===== config.mk =====
export PLATFORM = sky130hd
export DESIGN_NAME = instr_encoder
export DESIGN_NICKNAME = d
export VERILOG_FILES = /design/src/rtl/instr_pkg.sv /design/src/rtl/instr_field_pack.sv /design/src/rtl/instr_encoder.sv
export SDC_FILE = /design/constraint.sdc
export NUM_CORES = 1
export LEC_CHECK = 0
export ABC_AREA = 1
export CORE_MARGIN = 1
export CORE_UTILIZATION = 40
export CTS_CLUSTER_DIAMETER = 30
export CTS_CLUSTER_SIZE = 20
export DETAILED_ROUTE_END_ITERATION = 7
export PLACE_DENSITY = 0.81
export SLEW_MARGIN = 20
export SYNTH_ARGS = -nofsm -noshare
export SYNTH_HDL_FRONTEND = slang
export SYNTH_HIERARCHICAL = 1
export SYNTH_SLANG_ARGS = --single-unit

===== constraint.sdc =====
create_clock -name clk -period 1.6 [get_ports clk]
set_clock_uncertainty 0.05 [all_clocks]
set_input_delay 0.16 -clock clk [delete_from_list [all_inputs] [get_ports clk]]
set_output_delay 0.16 -clock clk [all_outputs]
set_load 0.05 [all_outputs]

===== src/rtl/instr_pkg.sv =====
// Shared constants and types for the instruction encoder and the decoder bench.
// Holds the group opcodes, the R-type function codes and the symbolic op encoding.
package instr_pkg;

    localparam logic [5:0] OP_GRP = 6'd9;
    localparam logic [5:0] OP_LW  = 6'd10;
    localparam logic [5:0] OP_SW  = 6'd11;

    localparam logic [5:0] FN_ADD = 6'd32;
    localparam logic [5:0] FN_SUB = 6'd34;
    localparam logic [5:0] FN_AND = 6'd36;
    localparam logic [5:0] FN_OR  = 6'd37;
    localparam logic [5:0] FN_MUL = 6'd50;

    typedef enum logic [2:0] {
        I_NOP = 3'd0,
        I_ADD = 3'd1,
        I_SUB = 3'd2,
        I_AND = 3'd3,
        I_OR  = 3'd4,
        I_MUL = 3'd5,
        I_LW  = 3'd6,
        I_SW  = 3'd7
    } op_e;

endpackage


===== src/rtl/instr_field_pack.sv =====
// Combinational packer: symbolic op and fields to the 32-bit decoder word.
// Also used standalone by the decoder bench for round-trip checks.
module instr_field_pack
    import instr_pkg::*;
(
    input  op_e         op,
    input  logic [4:0]  rs,
    input  logic [4:0]  rt,
    input  logic [4:0]  rd,
    input  logic [15:0] imm,
    output logic [31:0] word
);

    logic [5:0] funct;

    always_comb begin
        funct = '0;
        case (op)
            I_ADD:   funct = FN_ADD;
            I_SUB:   funct = FN_SUB;
            I_AND:   funct = FN_AND;
            I_OR:    funct = FN_OR;
            I_MUL:   funct = FN_MUL;
            default: funct = '0;
        endcase

        word = '0;
        case (op)
            I_ADD, I_SUB, I_AND, I_OR, I_MUL: word = {OP_GRP, rs, rt, rd, 5'd0, funct};
            I_LW:    word = {OP_LW, rs, rt, imm};
            I_SW:    word = {OP_SW, rs, rt, imm};
            default: word = '0;
        endcase
    end

endmodule


===== src/rtl/instr_encoder.sv =====
// Accepts symbolic instructions over valid/ready and writes packed words to
// instruction memory from address 0, reporting count, completion and overflow.
module instr_encoder
    import instr_pkg::*;
#(
    parameter int ADDR_W = 5
) (
    input  logic              clk,
    input  logic              rst,
    input  logic              start,
    input  logic              in_valid,
    output logic              in_ready,
    input  logic [2:0]        op,
    input  logic [4:0]        rs,
    input  logic [4:0]        rt,
    input  logic [4:0]        rd,
    input  logic [15:0]       imm,
    input  logic              last,
    output logic              mem_we,
    output logic [ADDR_W-1:0] mem_addr,
    output logic [31:0]       mem_wdata,
    output logic [ADDR_W:0]   count,
    output logic              busy,
    output logic              done,
    output logic              overflow
);

    typedef enum logic [1:0] {S_IDLE, S_LOAD, S_DONE} state_e;

    localparam logic [ADDR_W-1:0] PTR_MAX = '1;

    state_e            state, state_nxt;
    logic [ADDR_W-1:0] ptr;
    logic [31:0]       word;
    logic              accept;
    logic              at_top;

    instr_field_pack u_pack (
        .op   (op_e'(op)),
        .rs   (rs),
        .rt   (rt),
        .rd   (rd),
        .imm  (imm),
        .word (word)
    );

    assign accept = in_valid && in_ready;
    assign at_top = (ptr == PTR_MAX);

    always_comb begin
        state_nxt = state;
        in_ready  = 1'b0;
        busy      = 1'b0;
        done      = 1'b0;
        case (state)
            S_IDLE: if (start) state_nxt = S_LOAD;
            S_LOAD: begin
                in_ready = 1'b1;
                busy     = 1'b1;
                if (accept && (last || at_top)) state_nxt = S_DONE;
            end
            S_DONE: begin
                done      = 1'b1;
                state_nxt = S_IDLE;
            end
            default: state_nxt = S_IDLE;
        endcase
    end

    always_ff @(posedge clk) begin
        if (rst) begin
            state     <= S_IDLE;
            ptr       <= '0;
            count     <= '0;
            overflow  <= 1'b0;
            mem_we    <= 1'b0;
            mem_addr  <= '0;
            mem_wdata <= '0;
        end else begin
            state  <= state_nxt;
            mem_we <= accept;
            if (state == S_IDLE && start) begin
                ptr      <= '0;
                count    <= '0;
                overflow <= 1'b0;
            end
            if (accept) begin
                mem_addr  <= ptr;
                mem_wdata <= word;
                count     <= count + 1'b1;
                // The pointer parks at the top word; leaving LOAD there is the overflow exit.
                if (!at_top) ptr <= ptr + 1'b1;
                if (at_top && !last) overflow <= 1'b1;
            end
        end
    end

endmodule

==> results.py, run 1 <==
metrics = {
    "clock_tree": {
        "post-cts-setup-buffers": 0,
        "htree_levels": 2,
        "path_clk_slew_ns": 0.10,
        "root_buffer": "clkbuf_8",
        "cts_tree": "done",
        "clockBufferDepth": 2,
        "clock_latency_ns": 0.31,
        "cts_buffers": 5,
        "clock_sinks": 52,
    },
    "logic_synthesis": {
        "syn_area_um2": 2540,
        "seq_area_frac_synth_pct": 40.99,
        "synth_top_cell_by_area": "dfxtp_1",
        "syn_avg_cell_area_um2": 6.921,
        "syn_inst": 367,
        "synth_ff_type": "dfxtp_1",
        "synth_top_area_share_pct": 40.99,
        "ys_types": 29,
        "ys_warn_count": 6,
        "ys_seq_elements": 52,
        "yosys-top-cells-area": "dfxtp_1 (41%), nor2_1 (13%), nand2_1 (9.2%), o21ai_0 (8.9%), inv_1 (5.0%)",
        "async_reset_ff_share_pct": 0,
        "synth_edf_count": 0,
    },
    "placed_design": {
        "place.port_buffers": 86,
        "pre_cts_slack_ns": -0.08073,
        "place_congestion": 0.9142,
        "dp_hpwl_mm": 4.735,
        "placed_cell_area_um2": 3403,
    },
    "run_status": {
        "outcome": "finished, final reports clean",
    },
    "die": {
        "fp.dieArea_um2": 6672,
        "die_y_um": 81.69,
        "ios": 87,
        "start_util_pct": 42.15,
        "die_w_um": 81.69,
        "floorplan.rows": 28,
        "core_um2": 6026,
    },
    "power": {
        "power_density_nw_per_um2": 855.7,
        "ir_drop_mv": 0.4383,
        "p_total_mw": 2.999,
        "p_leak_nw": 1.722,
    },
    "worst_setup_path": {
        "path_buf_inv": 1,
        "crit_chain": "ha_1 -> nand2_1 -> nor2_2 -> ha_2 -> inv_1 -> nand2_4 -> o21ai_0 -> a21oi_1",
        "arrival_ns": 1.68,
        "critPathMaxFanout": 6,
        "crit_family": "adder cells",
        "slowest_stage": "dfxtp_1",
        "critPathRequiredTime_ns": 1.79,
        "start_kind": "flip-flop",
        "critPathCaptureType": "flip-flop",
        "critical_path.max_stage_delay_ns": 0.38,
        "worstSetupPathType": "flip-flop to flip-flop",
    },
    "detailed_routing": {
        "wl_met1_mm": 2.758,
        "drt-initial-drc-count": 109,
        "num_vias": 2567,
        "avgRoutedWirePerCell_um": 12.07,
        "ant_nets": 0,
        "dr_wl_met3_um": 480,
        "top_layer_used": "met4",
        "met2_length_mm": 3.068,
        "via_per_inst": 4.834,
        "firstDrtPassIters": 4,
        "drc": 0,
        "finalWirelength_mm": 6.409,
    },
    "final_layout": {
        "synthToLayoutAreaGrowth_pct": 37.98,
        "insertedDiodeCount": 0,
        "final_nets": 499,
        "layout_commonest_cell": "nor2_1",
        "mostFrequentLayoutCells": "nor2_1 (88), nand2_1 (62), buf_4 (60)",
        "design_area_um2": 3505,
        "drive_gt1_share_pct": 19.30,
    },
    "global_routing": {
        "gr-usage-all-layers_pct": 19.71,
        "antenna_found_initial": 0,
        "grt_pass1_wl_mm": 10.27,
        "grt_overflow_total": 0,
        "grt_start_max_net_pins": 35,
        "grt_pass1_vias": 2471,
    },
    "timing": {
        "max_freq_ghz": 0.6725,
        "grt_setup_unrepaired": "yes",
        "min_period_ns": 1.487,
        "hold_viol_final": 0,
        "fin_crit_sh_pct": 92.94,
        "maxSlewViolCount": 0,
        "fin_ws_ns": 0.1129,
        "setup_viol": 0,
    },
    "flow_run": {
        "maxCapViolations": 0,
    },
    "worst_hold_path": {
        "worstHoldPathType": "input pin to flip-flop",
    },
}
==> layout make-up <==
type	count	area [µm²]
Inverter	37	138.9
Tap cell	75	93.84
Clock buffer	5	68.82
Sequential cell	52	1042
Clock inverter	3	26.28
Multi-Input combinational cell	256	1204
Fill cell	580	2521
Timing Repair Buffer	103	930.9
==> path summary, 6_finish.rpt <==
kind | from | endpoint | slack (ns) | cells after the start
setup / recovery | ptr[0]$_SDFF_PP0_ | ptr[4]$_SDFF_PP0_ | 0.11 | 8
hold / removal | last | overflow$_SDFF_PP0_ | 0.42 | 2
setup reg to reg | ptr[0]$_SDFF_PP0_ | ptr[4]$_SDFF_PP0_ | 0.11 | 8
hold reg to reg | ptr[1]$_SDFF_PP0_ | ptr[1]$_SDFF_PP0_ | 0.45 | 2
==> sequential cells by signal, indices dropped and copies added (netlist names) <==
| register | flops |
|---|---|
| state | 2 |
| mem_addr | 5 |
| ptr | 5 |
| count | 6 |
| mem_we | 1 |
| overflow | 1 |
| mem_wdata | 32 |
==> layer usage <==
metal,GRT usage (%),up-vias
met4,8.246,0
met5,0,-
met1,22.09,1143
met2,34.50,81
li1,-,1331
met3,6.000,12
==> logic make-up (layout without fill, tap and decap cells) <==
logic type / after synthesis / in the layout / synth area share (%)
compound gates: 73 / 73 / 16.01
flops: 52 / 52 / 40.99
simple gates: 175 / 175 / 28.28
fa+ha+maj: 5 / 5 / 2.463
other cells: 1 / 3 / 0.1476
buf+inv: 61 / 148 / 12.12
==> synth_stat cells (all sizes together) (2+ instances only) <==
| cell | n |
|---|---|
| dfxtp | 52 |
| nor3 | 2 |
| ha | 5 |
| nand3 | 13 |
| buf | 19 |
| inv | 37 |
| clkbuf | 5 |
| nand2 | 66 |
| o21ai | 46 |
| nor2 | 92 |
| o211ai | 10 |
| a21boi | 2 |
| a21oi | 12 |
==> through the flow <==
stage               utilization [%]  setup TNS [ns]  std cells  hold WS, ns
floorplan                         -               0        369       0.1791
CTS                           58.06               0        531       0.4021
detailed placement            56.48         -0.6714        523       0.4479
global placement              56.48        -0.02763        523       0.4398
global route                  58.16        -0.02628        531       0.4287
finish                        58.16               0        531       0.4157
==> repair_timing <==
| action | in CTS | in global routing |
|---|---|---|
| hold buffers | 0 | 0 |
| resized for setup | 0 | 4 |
| endpoints found under the setup margin | 0 | 5 |
==> report_power, final <==
| group | switching, mW | internal (mW) |
|---|---|---|
| Clock | 0.474 | 0.320 |
| Sequential | 0.0430 | 1.37 |
| Combinational | 0.497 | 0.298 |
==> worst register-to-register path, stage by stage, from the launching register on <==
cell and delay, ns:
dfxtp_1 0.38, ha_1 0.18, nand2_1 0.08, nor2_2 0.14, ha_2 0.24, inv_1 0.08
nand2_4 0.09, o21ai_0 0.08, a21oi_1 0.12
Power figures use the tool's default switching activity.
==> run 2, diff against run 1 <==
--- a/config.mk
+++ b/config.mk
@@ -11,9 +11,8 @@
 export CTS_CLUSTER_DIAMETER = 30
 export CTS_CLUSTER_SIZE = 20
 export DETAILED_ROUTE_END_ITERATION = 7
-export PLACE_DENSITY = 0.81
+export PLACE_DENSITY = 0.85
 export SLEW_MARGIN = 20
 export SYNTH_ARGS = -nofsm -noshare
 export SYNTH_HDL_FRONTEND = slang
-export SYNTH_HIERARCHICAL = 1
 export SYNTH_SLANG_ARGS = --single-unit
==> run 2 against run 1 <==
Core utilization up 1.7 points. Total power down 9.0%. Synthesized cell count decreased by 23%. Cell count down 18%. Combinational power decreased by 30%. Largest power group unchanged. Highest routed layer unchanged.
==> results.py, run 2 <==
metrics = {
    "detailed_routing": {
        "finalWirelength_mm": 5.122,
        "drt-initial-drc-count": 111,
        "num_vias": 2104,
        "ant_nets": 0,
        "firstDrtPassIters": 4,
        "drc": 0,
        "via_per_inst": 4.815,
        "avgRoutedWirePerCell_um": 11.72,
    },
    "worst_hold_path": {
        "worstHoldPathType": "input pin to flip-flop",
    },
    "die": {
        "ios": 87,
        "die_y_um": 74.49,
        "floorplan.rows": 26,
        "core_um2": 5075,
        "fp.dieArea_um2": 5549,
        "die_w_um": 74.49,
        "start_util_pct": 41.42,
    },
    "global_routing": {
        "grt_pass1_vias": 1809,
        "gr-usage-all-layers_pct": 18.45,
        "grt_start_max_net_pins": 29,
        "grt_overflow_total": 0,
        "grt_pass1_wl_mm": 8.052,
        "antenna_found_initial": 0,
    },
    "power": {
        "ir_drop_mv": 0.4203,
        "p_leak_nw": 1.301,
        "power_density_nw_per_um2": 898.5,
    },
    "logic_synthesis": {
        "yosys.area_share.adder_pct": 1.786,
        "synth-compound-area-share_pct": 16.79,
        "synthXorXnorAreaFrac_pct": 0,
        "async_reset_ff_share_pct": 0,
        "seq_area_frac_synth_pct": 46.67,
        "synth_commonest_cells": "nand2_1 (72), dfxtp_1 (49), a21oi_1 (40)",
        "synth_ff_type": "dfxtp_1",
        "yosysMostFrequentCell": "nand2_1",
        "syn_area_um2": 2102,
        "synth_top_cell_by_area": "dfxtp_1",
        "ys_seq_elements": 49,
        "synth_simple_gate_area_share_pct": 24.94,
        "synthMuxAreaShare_pct": 0,
        "yosys-top-cells-area": "dfxtp_1 (47%), nand2_1 (13%), a21oi_1 (9.5%), nand3_1 (5.2%), o21ai_0 (4.5%)",
        "syn_avg_cell_area_um2": 7.480,
        "synth_top_area_share_pct": 46.67,
        "ys_types": 26,
        "synth_top_family_by_area": "simple AND/OR/NAND/NOR gates",
        "ys_warn_count": 0,
        "synth_edf_count": 0,
        "syn_inst": 281,
    },
    "clock_tree": {
        "cts_buffers": 5,
        "path_clk_slew_ns": 0.09,
        "post-cts-setup-buffers": 0,
        "cts_tree": "done",
        "htree_levels": 2,
        "clock_sinks": 49,
        "root_buffer": "clkbuf_8",
        "clockBufferDepth": 2,
        "clock_latency_ns": 0.29,
    },
    "timing": {
        "grt_setup_unrepaired": "no",
        "fin_crit_sh_pct": 92.12,
        "min_period_ns": 1.474,
        "maxSlewViolCount": 0,
        "finalSetupTns_ns": 0,
        "hold_viol_final": 0,
        "max_freq_ghz": 0.6784,
        "setup_viol": 0,
    },
    "final_layout": {
        "layout_commonest_cell": "nand2_1",
        "mostFrequentLayoutCells": "nand2_1 (72), buf_4 (51), dfxtp_1 (48)",
        "final.fill_count": 497,
        "design_area_um2": 3037,
        "reg_top3": "mem_wdata: 29 flops, count: 6 flops",
        "synthToLayoutAreaGrowth_pct": 44.46,
        "multi_input_area_um2": 928.4,
        "drive_gt1_share_pct": 19.89,
        "regMostFlops": "mem_wdata",
        "insertedDiodeCount": 0,
        "final_nets": 408,
        "register_area_um2": 982.2,
        "largest_reg_flops": 29,
    },
    "worst_setup_path": {
        "arrival_ns": 1.61,
        "critPathMaxFanout": 5,
        "start_kind": "flip-flop",
        "worstSetupPathType": "flip-flop to flip-flop",
        "critPathCaptureType": "flip-flop",
        "critPathRequiredTime_ns": 1.73,
    },
    "placed_design": {
        "place.port_buffers": 83,
        "place_congestion": 0.8458,
        "placed_cell_area_um2": 2917,
        "dp_hpwl_mm": 3.871,
    },
    "run_status": {
        "outcome": "finished, final reports clean",
    },
    "flow_run": {
        "maxCapViolations": 0,
    },
}
run 2: cell count changes after synthesis, sizes merged, moves of 2 or more:
cell    change
nor2       -69
a21oi      +28
o21ai      -24
inv        -16
nand3       +9
nand2       +8
o211ai      -8
buf         -5
dfxtp       -3
a21boi      -2
clkbuf      -2
ha          -2
nor3        +2
o21a        +2
run 2: path summary, 6_finish.rpt:
path / startpoint / to / slack (ns) / depth (start not counted)
hold reg to reg: mem_wdata[29]$_SDFFE_PP0P_ / mem_wdata[29]$_SDFFE_PP0P_ / 0.42 / 2
setup reg to reg: ptr[1]$_SDFF_PP0_ / ptr[3]$_SDFF_PP0_ / 0.13 / 9
setup / recovery: ptr[1]$_SDFF_PP0_ / ptr[3]$_SDFF_PP0_ / 0.13 / 9
hold / removal: imm[10] / mem_wdata[10]$_SDFFE_PP0P_ / 0.37 / 3
run 2: kinds of logic after synthesis:
logic type / after synthesis
other: 1
DFF: 49
buffers and inverters: 38
and+or+nand+nor: 123
AOI/OAI and AO/OA: 67
adders and majority gates: 3
run 2: stage by stage:
| stage | utilization, % | power, mW | hold slack (ns) | setup WS [ns] | instances |
|---|---|---|---|---|---|
| after CTS | 59.76 | 2.760 | 0.3624 | 0.01312 | 437 |
| after global routing | 59.84 | 2.852 | 0.3641 | 0.003197 | 437 |
| final | 59.84 | 2.728 | 0.3735 | 0.1260 | 437 |
| after global placement | 57.47 | 1.862 | 0.3995 | 0.05712 | 429 |
| after floorplan | - | 1.647 | 0.2102 | 0.1460 | 283 |
| after detailed placement | 57.47 | 1.871 | 0.4056 | 0.008269 | 429 |
run 2: timing repair:
action	in CTS	in global routing
setup endpoints to repair	0	6
gates resized for setup	0	3
hold endpoints to repair	0	0
hold buffers	0	0
run 2: area by class of cell:
cell class | instances | area share, %
Sequential cell | 49 | 32.34
Inverter | 21 | 2.596
Tap cell | 70 | 2.884
Clock inverter | 1 | 0.9889
Timing Repair Buffer | 93 | 27.77
Multi-Input combinational cell | 196 | 30.57
Clock buffer | 7 | 2.843
run 2: report_power, final:
part | internal [mW] | total, mW | switching (mW)
sequential | 1.26 | 1.29 | 0.0251
clock | 0.510 | 0.888 | 0.379
combinational | 0.218 | 0.553 | 0.335
run 2: critical path, stage by stage, from the launching register on:
cell     delay, ns
dfxtp_2       0.36
ha_1          0.17
nand2_1       0.07
nor2_1        0.10
ha_2          0.20
inv_2         0.07
o21ai_0       0.16
nand2_1       0.07
nand3_1       0.07
nand2_1       0.05
run 2: metal layers:
metal / GRT usage (%) / vias up / part of all wire [%]
met1: 22.41 / 955 / 43
li1: - / 1074 / -
met5: 0 / - / 0
met3: 4.201 / 2 / 6.7
met4: 5.241 / 0 / 0.23
met2: 32.53 / 73 / 50
